===== src/rtl/pwr_seq_ctrl.sv =====
// rtl/pwr_seq_ctrl.sv - power-rail sequencer and reset generator
// Define PWR_SEQ_PG_MONITOR_EN to add the power-good monitor and FAULT shutdown.
module pwr_seq_ctrl #(
  parameter int          NUM_STEPS     = 6,
  parameter int          CNT_W         = 25,
  parameter int unsigned INIT_DLY      = 1000,
  parameter int unsigned LONG_DLY      = 20000,
  parameter int          LONG_STEP     = 4,
  parameter int          RST_PULSE_LEN = 4,
  localparam int         IDX_W         = $clog2(NUM_STEPS)
) (
  input  logic                 fsm_clk,
  input  logic                 rst_n,
  input  logic                 pwr_on_req,
  input  logic [NUM_STEPS-1:0] pg_in,
  input  logic                 fault_clr,
  output logic [NUM_STEPS-1:0] rail_en,
  output logic                 init_rst,
  output logic                 roic_reset,
  output logic                 seq_on,
  output logic                 seq_busy,
  output logic                 fault,
  output logic [IDX_W-1:0]     fault_step
);

  localparam int PW = $clog2(RST_PULSE_LEN + 1);
  localparam logic [CNT_W-1:0] INIT_END = CNT_W'(INIT_DLY - 1);
  localparam logic [CNT_W-1:0] LONG_END = CNT_W'(LONG_DLY - 1);
  localparam logic [IDX_W-1:0] LAST     = IDX_W'(NUM_STEPS - 1);

  if ((longint'(INIT_DLY) >> CNT_W) != 0 || (longint'(LONG_DLY) >> CNT_W) != 0
      || INIT_DLY < 1 || LONG_DLY < 1) begin : g_dly_check
    $error("pwr_seq_ctrl: dwell values must be in 1 .. 2**CNT_W-1");
  end

  typedef enum logic [2:0] {OFF, UP, ON, DOWN, FAULT} state_t;

  state_t                state, state_d;
  logic [IDX_W-1:0]      idx, idx_d, fstep_d;
  logic [CNT_W-1:0]      cnt, cnt_d, up_end;
  logic [NUM_STEPS-1:0]  rail_d;
  logic [PW-1:0]         rcnt, rcnt_d;
  logic                  init_rst_d, roic_d, fault_d, on_entry;
  logic                  req_meta, req_s;

  function automatic logic [NUM_STEPS-1:0] therm(input int n);
    logic [NUM_STEPS-1:0] m;
    for (int k = 0; k < NUM_STEPS; k++) m[k] = (k < n);
    return m;
  endfunction

  always_ff @(posedge fsm_clk or negedge rst_n) begin
    if (!rst_n) begin
      req_meta <= 1'b0;
      req_s    <= 1'b0;
    end else begin
      req_meta <= pwr_on_req;
      req_s    <= req_meta;
    end
  end

`ifdef PWR_SEQ_PG_MONITOR_EN
  logic [NUM_STEPS-1:0] pg_meta, pg_s;
  logic [IDX_W-1:0]     pg_low;

  always_ff @(posedge fsm_clk or negedge rst_n) begin
    if (!rst_n) begin
      pg_meta <= '0;
      pg_s    <= '0;
    end else begin
      pg_meta <= pg_in;
      pg_s    <= pg_meta;
    end
  end

  always_comb begin
    pg_low = '0;
    for (int k = NUM_STEPS - 1; k >= 0; k--) if (!pg_s[k]) pg_low = IDX_W'(k);
  end
`else
  logic unused_pg;
  assign unused_pg = ^pg_in;
`endif

  assign up_end = (int'(idx) == LONG_STEP) ? LONG_END : INIT_END;

  always_comb begin
    state_d    = state;
    idx_d      = idx;
    cnt_d      = (cnt == {CNT_W{1'b1}}) ? cnt : cnt + 1'b1;
    rail_d     = rail_en;
    init_rst_d = init_rst;
    fault_d    = fault;
    fstep_d    = fault_step;
    on_entry   = 1'b0;
    case (state)
      OFF: if (req_s) begin
        state_d = UP;
        idx_d   = '0;
        cnt_d   = '0;
        rail_d  = therm(1);
      end
      UP: if (!req_s) begin
        state_d = DOWN;
        cnt_d   = '0;
        rail_d  = therm(int'(idx));
      end else if (cnt == up_end) begin
`ifdef PWR_SEQ_PG_MONITOR_EN
        if (!pg_s[idx]) begin
          state_d = FAULT;
          rail_d  = '0;
          fault_d = 1'b1;
          fstep_d = idx;
        end else
`endif
        if (idx == LAST) begin
          state_d    = ON;
          on_entry   = 1'b1;
          init_rst_d = 1'b0;
        end else begin
          idx_d  = idx + 1'b1;
          cnt_d  = '0;
          rail_d = therm(int'(idx) + 2);
        end
      end
      ON: begin
`ifdef PWR_SEQ_PG_MONITOR_EN
        if (pg_s != {NUM_STEPS{1'b1}}) begin
          state_d = FAULT;
          rail_d  = '0;
          fault_d = 1'b1;
          fstep_d = pg_low;
        end else
`endif
        if (!req_s) begin
          state_d = DOWN;
          idx_d   = LAST;
          cnt_d   = '0;
          rail_d  = therm(int'(LAST));
        end
      end
      DOWN: if (cnt == INIT_END) begin
        if (idx == '0) begin
          state_d = OFF;
        end else begin
          idx_d  = idx - 1'b1;
          cnt_d  = '0;
          rail_d = therm(int'(idx) - 1);
        end
      end
      FAULT: if (fault_clr && !req_s) begin
        state_d = OFF;
        fault_d = 1'b0;
      end
      default: state_d = OFF;
    endcase
  end

  // The ROIC pulse runs off its own counter so leaving ON never truncates it.
  always_comb begin
    roic_d = roic_reset;
    rcnt_d = rcnt;
    if (on_entry) begin
      roic_d = 1'b1;
      rcnt_d = PW'(RST_PULSE_LEN - 1);
    end else if (roic_reset) begin
      if (rcnt == '0) roic_d = 1'b0;
      else            rcnt_d = rcnt - 1'b1;
    end
  end

  always_ff @(posedge fsm_clk or negedge rst_n) begin
    if (!rst_n) begin
      state      <= OFF;
      idx        <= '0;
      cnt        <= '0;
      rail_en    <= '0;
      init_rst   <= 1'b1;
      roic_reset <= 1'b0;
      rcnt       <= '0;
      seq_on     <= 1'b0;
      seq_busy   <= 1'b0;
      fault      <= 1'b0;
      fault_step <= '0;
    end else begin
      state      <= state_d;
      idx        <= idx_d;
      cnt        <= cnt_d;
      rail_en    <= rail_d;
      init_rst   <= init_rst_d;
      roic_reset <= roic_d;
      rcnt       <= rcnt_d;
      seq_on     <= (state_d == ON);
      seq_busy   <= (state_d == UP) || (state_d == DOWN);
      fault      <= fault_d;
      fault_step <= fstep_d;
    end
  end

endmodule


===== config.mk =====
export PLATFORM = sky130hd
export DESIGN_NAME = pwr_seq_ctrl
export DESIGN_NICKNAME = d
export VERILOG_FILES = /design/src/rtl/pwr_seq_ctrl.sv
export SDC_FILE = /design/constraint.sdc
export NUM_CORES = 1
export LEC_CHECK = 0
export BUFFER_PORTS_ARGS = -buffer_cell sky130_fd_sc_hd__buf_2
export CORE_MARGIN = 2
export CORE_UTILIZATION = 45
export DETAILED_ROUTE_END_ITERATION = 8
export PLACE_DENSITY = 0.65
export SETUP_SLACK_MARGIN = 0.02
export SLEW_MARGIN = 10
export SYNTH_ARGS = -nofsm -noshare
export SYNTH_HDL_FRONTEND = slang
export SYNTH_SLANG_ARGS = --single-unit

===== constraint.sdc =====
create_clock -name fsm_clk -period 3.4 [get_ports fsm_clk]
set_clock_uncertainty 0.2 [all_clocks]
set_input_delay 0.17 -clock fsm_clk [delete_from_list [all_inputs] [get_ports fsm_clk]]
set_output_delay 0.17 -clock fsm_clk [all_outputs]
set_load 0.005 [all_outputs]

**Word-level counts from Yosys, hierarchy flattened**

Index checks and enable logic that the tools add are counted.

- Add/subtract/negate cells: 6
- Multipliers: 0
- Divide/modulo/power cells: 0
- Order comparisons: 18
- Equal/unequal tests: 22
- Shifts and indexed selects: 0
- Multiplexer cells: 45
- Bitwise gates (word level): 0
- Reduce and logical (&&, ||, !) cells: 12

Operators with widths:

| operator | count |
|---|---|
| $mux W25 | 8 |
| $pmux W25 S4 | 1 |
| $mux W3 | 18 |
| $mux W6 | 7 |
| $add A25 B1 Y25 const B | 1 |
| $eq A25 B10 Y1 const B | 1 |
| $eq A25 B15 Y1 | 1 |
| $eq A25 B25 Y1 const B | 1 |
| $pmux W6 S4 | 1 |
| $lt A3 B4 Y1 const A | 4 |
| $ne A2 B2 Y1 const B | 8 |
| $mux W15 | 1 |
| $pmux W3 S5 | 1 |
| $eq A3 B2 Y1 const B | 4 |
| $lt A1 B4 Y1 const A | 3 |
| $lt A2 B4 Y1 const A | 3 |
| $pmux W3 S4 | 1 |
| $eq A3 B3 Y1 const B | 3 |
| $logic_not A3 Y1 | 3 |
| $lt A4 B4 Y1 const A | 2 |
| $reduce_and A8 Y1 | 1 |
| $mux W1 | 7 |
| $reduce_and A7 Y1 | 1 |
| $eq A3 B1 Y1 const B | 2 |
| 15 further kinds | 20 |

- Register bits after elaboration: 46
- Bits in latches: 0
- Bits in writable memories: 0
- Bits in read-only memories: 0
- Input bits: 10
- Output and inout port bits: 14
- Word-level logic and storage cells: 114
- Memories kept: 0

**Depth between registers and ports, before layout**

- Word-level depth: 8
- Mapped depth: 11
- Mapped depth without buffers: 8

**Worst setup path after synthesis**

Ideal clock, no wire load.

- Path type: reg2reg
- Start point: reg idx[1]
- End point: reg rail_en[4]
- Library setup time: 125 ps
- Arrival time: 2482 ps
- Data required time: 3075 ps
- Path slack: 593 ps
- Cell stages (with the launch flop): 11
- Buffers on the path: 2
- Period minus slack after synthesis: 2807 ps
- Cell sequence: dfrtp_1 inv_1 ha_1 nand4bb_1 or4_1 a211oi_1 or4_1 and3_1 buf_2 buf_4 mux2_2

- Word-level cells in the longest chain between the ends: 6
- Elaborated cells on any way between the ends: 20
- Those cells by class: add/sub: 2; order compare: 3; eq/ne: 6; mux: 7; reduce/logical: 2

Ends and longest elaborated chain:

| item | RTL line | RTL |
|---|---|---|
| start, declared | 39 | `logic [IDX_W-1:0] idx, idx_d, fstep_d;` |
| start signal, assigned | 187 | `idx <= idx_d;` |
| $add A3 B2 Y4 | 123 | `rail_d = therm(int'(idx) + 2);` |
| $lt A3 B4 Y1 | 48 | `for (int k = 0; k < NUM_STEPS; k++) m[k] = (k < n);` |
| $mux W6 | 116 | `if (idx == LAST) begin` |
| $mux W6 | 107 | `end else if (cnt == up_end) begin` |
| $mux W6 | 103 | `UP: if (!req_s) begin` |
| $pmux W6 S4 | 96 | `case (state)` |
| end signal, assigned | 189 | `rail_en <= rail_d;` |
| end, declared | 17 | `output logic [NUM_STEPS-1:0] rail_en,` |

Parallel ways exist; a longest one is shown, timed or not. The select of a mux whose other input is x is not followed.
A chain may end at the register's enable or synchronous reset.

**Worst setup path after layout**

- Start point: reg idx[0]
- End point: reg cnt[2]

- Word-level cells in the longest chain between the ends: 6
- Elaborated cells on any way between the ends: 11
- Those cells by class: eq/ne: 3; mux: 7; reduce/logical: 1

Ends and longest elaborated chain:

| item | RTL line | RTL |
|---|---|---|
| $eq A3 B3 Y1 | 85 | `assign up_end = (int'(idx) == LONG_STEP) ? LONG_END : INIT_END;` |
| $mux W15 | 85 |  |
| $eq A25 B15 Y1 | 107 |  |
| $mux W25 | 107 |  |
| $mux W25 | 103 |  |
| $pmux W25 S4 * | 96 |  |
| net cnt_d[2] | 40 | `logic [CNT_W-1:0] cnt, cnt_d, up_end;` |
| end signal, assigned | 188 | `cnt <= cnt_d;` |
| end, declared | 40 |  |

The timed path passes the listed nets; every way through them passes the cells marked *.

==> metrics <==
Area Growth Syn to Fin 10.1%; # DRC 0; crit end category register; Die Wd 80.9 microns; io pins 24; wire length after detailed routing roughly 5400 microns; dpl ws 267 ps; Slew headroom 0.329; worst vdd ir ~0.35 mV; Power Density approximately 600 nW/um^2; hold_ws around 140 ps; Cells after Synth 280; WP data required roughly 3400 ps; first-pass GRT wire length ~9200 microns; synth warn 0; final worst path period share 0.901; Fin. Hold Viols 0; final core utilization 0.522; Filler cells 533; Pleak 0.00138 uW; via count of the routed design roughly 2100; fin worst setup slack 338 ps; die height around 81 microns; final setup fails 0; clock buffer depth 2; Worst Hold Class register to register; worst-path fanout max 21; sequential-to-total area share from yosys stat 0.433; max-slew violations 0; mapped cell area approximately 2700 sq um; Sequential Area between 1000 and 1500 sq um; vias in the first global route roughly 2000; die area ~6500 sq um; ordered cell list for the critical path inv_1 -> ha_1 -> nand4bb_1 -> or4_1 -> a211oi_1 -> or4_1 -> and3_2 -> buf_4 -> a211oi_1; Post-synth EDFFs 0; synth unique cells 52; area of the core between 5000 and 6000 sq um; hpwl dp approximately 3800 microns; met2 wire length ~2500 microns; M1 WL between 2000 and 3000 microns; Clk Latency, worst-skew pair 310 ps; RSZ-0062 raised after global routing false; critical path launch point type register; Avg WL per Cell roughly 14 microns; post-synth top area cell dfrtp_1; Worst-path clk slew 100 ps; final net count between 300 and 400; slew of the pin with the lowest slew margin between 1000 and 1500 ps; CTS Sinks between 40 and 50; area occupied by multi-input gates approximately 1400 sq um; IO buf count 13; antenna fix cells 0; root buf cell clkbuf_8; Area contributors post-synth dfrtp_1 (42%), xor2_1 (6.3%), ha_1 (5.6%); Top FF cell, synth dfrtp_1; Num CTS Buffers 5; layout cell share with drive strength beyond 1 0.130; Critical Path Max Stage Delay approximately 470 ps; Slowest cell on crit path dfrtp_1; H-tree level count 2; flops & latches, synth 46; total congestion overflow 0; DR pass1 iterations 4; largest net degree at the start of global routing 47; Setup CP Type register to register; fraction of registers with async set/reset 1.00; Tmin final 3060 ps; initial antenna violation count 0; Iter 0 DRT Violations 96; top layer used by detailed routing met4; Max Cap Violations 0; Rows 27; WL met3 roughly 160 microns; GPL Wtd Cong between 0.8 and 0.9; postcts setup bufs 0; Avg Cell Area, Syn ~9.5 sq um; GRT Resource Usage Total 0.181; Routed Antenna Nets 0; Starting Density 0.474; Yosys top cell area share 0.424; routed vias/inst about 5.6; Highest Clock Rate between 0.3 and 0.4 GHz; CTS tree yes; Worst Path Arrival between 3000 and 4000 ps; setup_tns 0 ps; status finished clean
layer usage:
metal  vias to the layer above  GRT usage
li1                       1018          -
met1                      1009      0.244
met2                        36      0.297
met3                         4     0.0367
met4                         0     0.0492
met5                         -          0
synth_stat cells, types with 4 or more instances:
master / count
nor2_1: 33
xnor2_1: 5
buf_4: 7
o21ai_0: 8
nor4_1: 5
nand3_1: 15
clkbuf_1: 7
or3_1: 4
a21oi_1: 11
mux2_2: 5
nand4_1: 9
mux2i_1: 4
dfrtp_1: 45
nand2_1: 20
ha_1: 12
inv_1: 13
and3_1: 4
xor2_1: 19
or4_1: 4
cell usage in the layout, fill, tap and decap left out, types with 3 or more instances in the layout:
master         instances
a21o_1                 3
a21oi_1               11
a31oi_1                3
and2_1                 3
and3_1                 3
buf_2                 13
buf_4                  8
clkbuf_8               5
conb_1                 4
dfrtp_1               45
dlygate4sd3_1          3
ha_1                  12
inv_1                 13
mux2_2                 5
mux2i_1                4
nand2_1               20
nand2b_1               3
nand3_1               15
nand4_1                9
nor2_1                33
nor4_1                 5
o21ai_0                8
or3_1                  4
or4_1                  4
xnor2_1                5
xor2_1                19
worst max-delay path, delay by kind of cell, from the launching register on:
| kind | cells | cell delay [ps] |
|---|---|---|
| AO/OA/AOI/OAI | 2 | 420 |
| adder cells (fa/ha/maj) | 1 | 270 |
| flip-flops | 1 | 470 |
| AND/OR/NAND/NOR | 4 | 1080 |
| buffers and inverters | 2 | 460 |
power breakdown:
part	leakage, uW	internal, uW	switching, uW
registers	0.000596	632	78.2
logic	0.000737	306	378
clock network	0.0000447	149	204
what timing repair did:
| item | CTS | global route |
|---|---|---|
| setup endpoints to repair | 0 | 3 |
| hold buffers | 3 | 0 |
| hold endpoints to repair | 47 | 0 |
| gates resized for setup | 0 | 1 |
worst paths after layout:
| path | start | to | slack (ps) | depth (start not counted) |
|---|---|---|---|---|
| hold reg to reg | req_meta$_DFF_PN0_ | req_s$_DFF_PN0_ | 140 | 0 |
| setup / recovery | idx[0]$_DFFE_PN0P_ | cnt[2]$_DFF_PN0_ | 340 | 9 |
| setup reg to reg | idx[0]$_DFFE_PN0P_ | cnt[2]$_DFF_PN0_ | 340 | 9 |
| hold / removal | req_meta$_DFF_PN0_ | req_s$_DFF_PN0_ | 140 | 0 |
| min in group asynchronous | rst_n | idx[0]$_DFFE_PN0P_ | 370 | 2 |
| max in group asynchronous | rst_n | cnt[0]$_DFF_PN0_ | 2000 | 2 |
cell type report:
class                   count  area share
clock buffers               5      0.0235
repair buffers             24      0.0530
flip-flops and latches     46       0.394
clock inverters             3     0.00855
inverters                  13      0.0167
multi-input cells         209       0.474
well taps                  72      0.0308
flip-flops by register name (all words and copies together) (netlist names):
name and flops:
cnt 25, idx 3, init_rst 1, rail_en 6
rcnt 3, req_meta 1, req_s 1, roic_reset 1
seq_busy 1, seq_on 1, state 3
cells by family (layout without fill, tap and decap cells):
kind of cell,after synthesis,after routing,synth area share
simple gates,115,115,0.226
flops,46,46,0.433
compound gates,44,44,0.110
buf+inv,28,45,0.0499
xor+xnor,24,24,0.0791
fa+ha+maj,13,13,0.0640
mux,9,9,0.0362
other cells,1,4,0.00141
per-stage QoR:
step           cell area, sq um  total power (uW)  std cells
3_3_place_gp               2800              1380        361
5_1_grt                    2930              1880        372
6_report                   2930              1750        372
2_1_floorplan              2670              1210        283
4_1_cts                    2930              1750        372
3_5_place_dp               2800              1400        361
(Power assumes the default switching activity.)
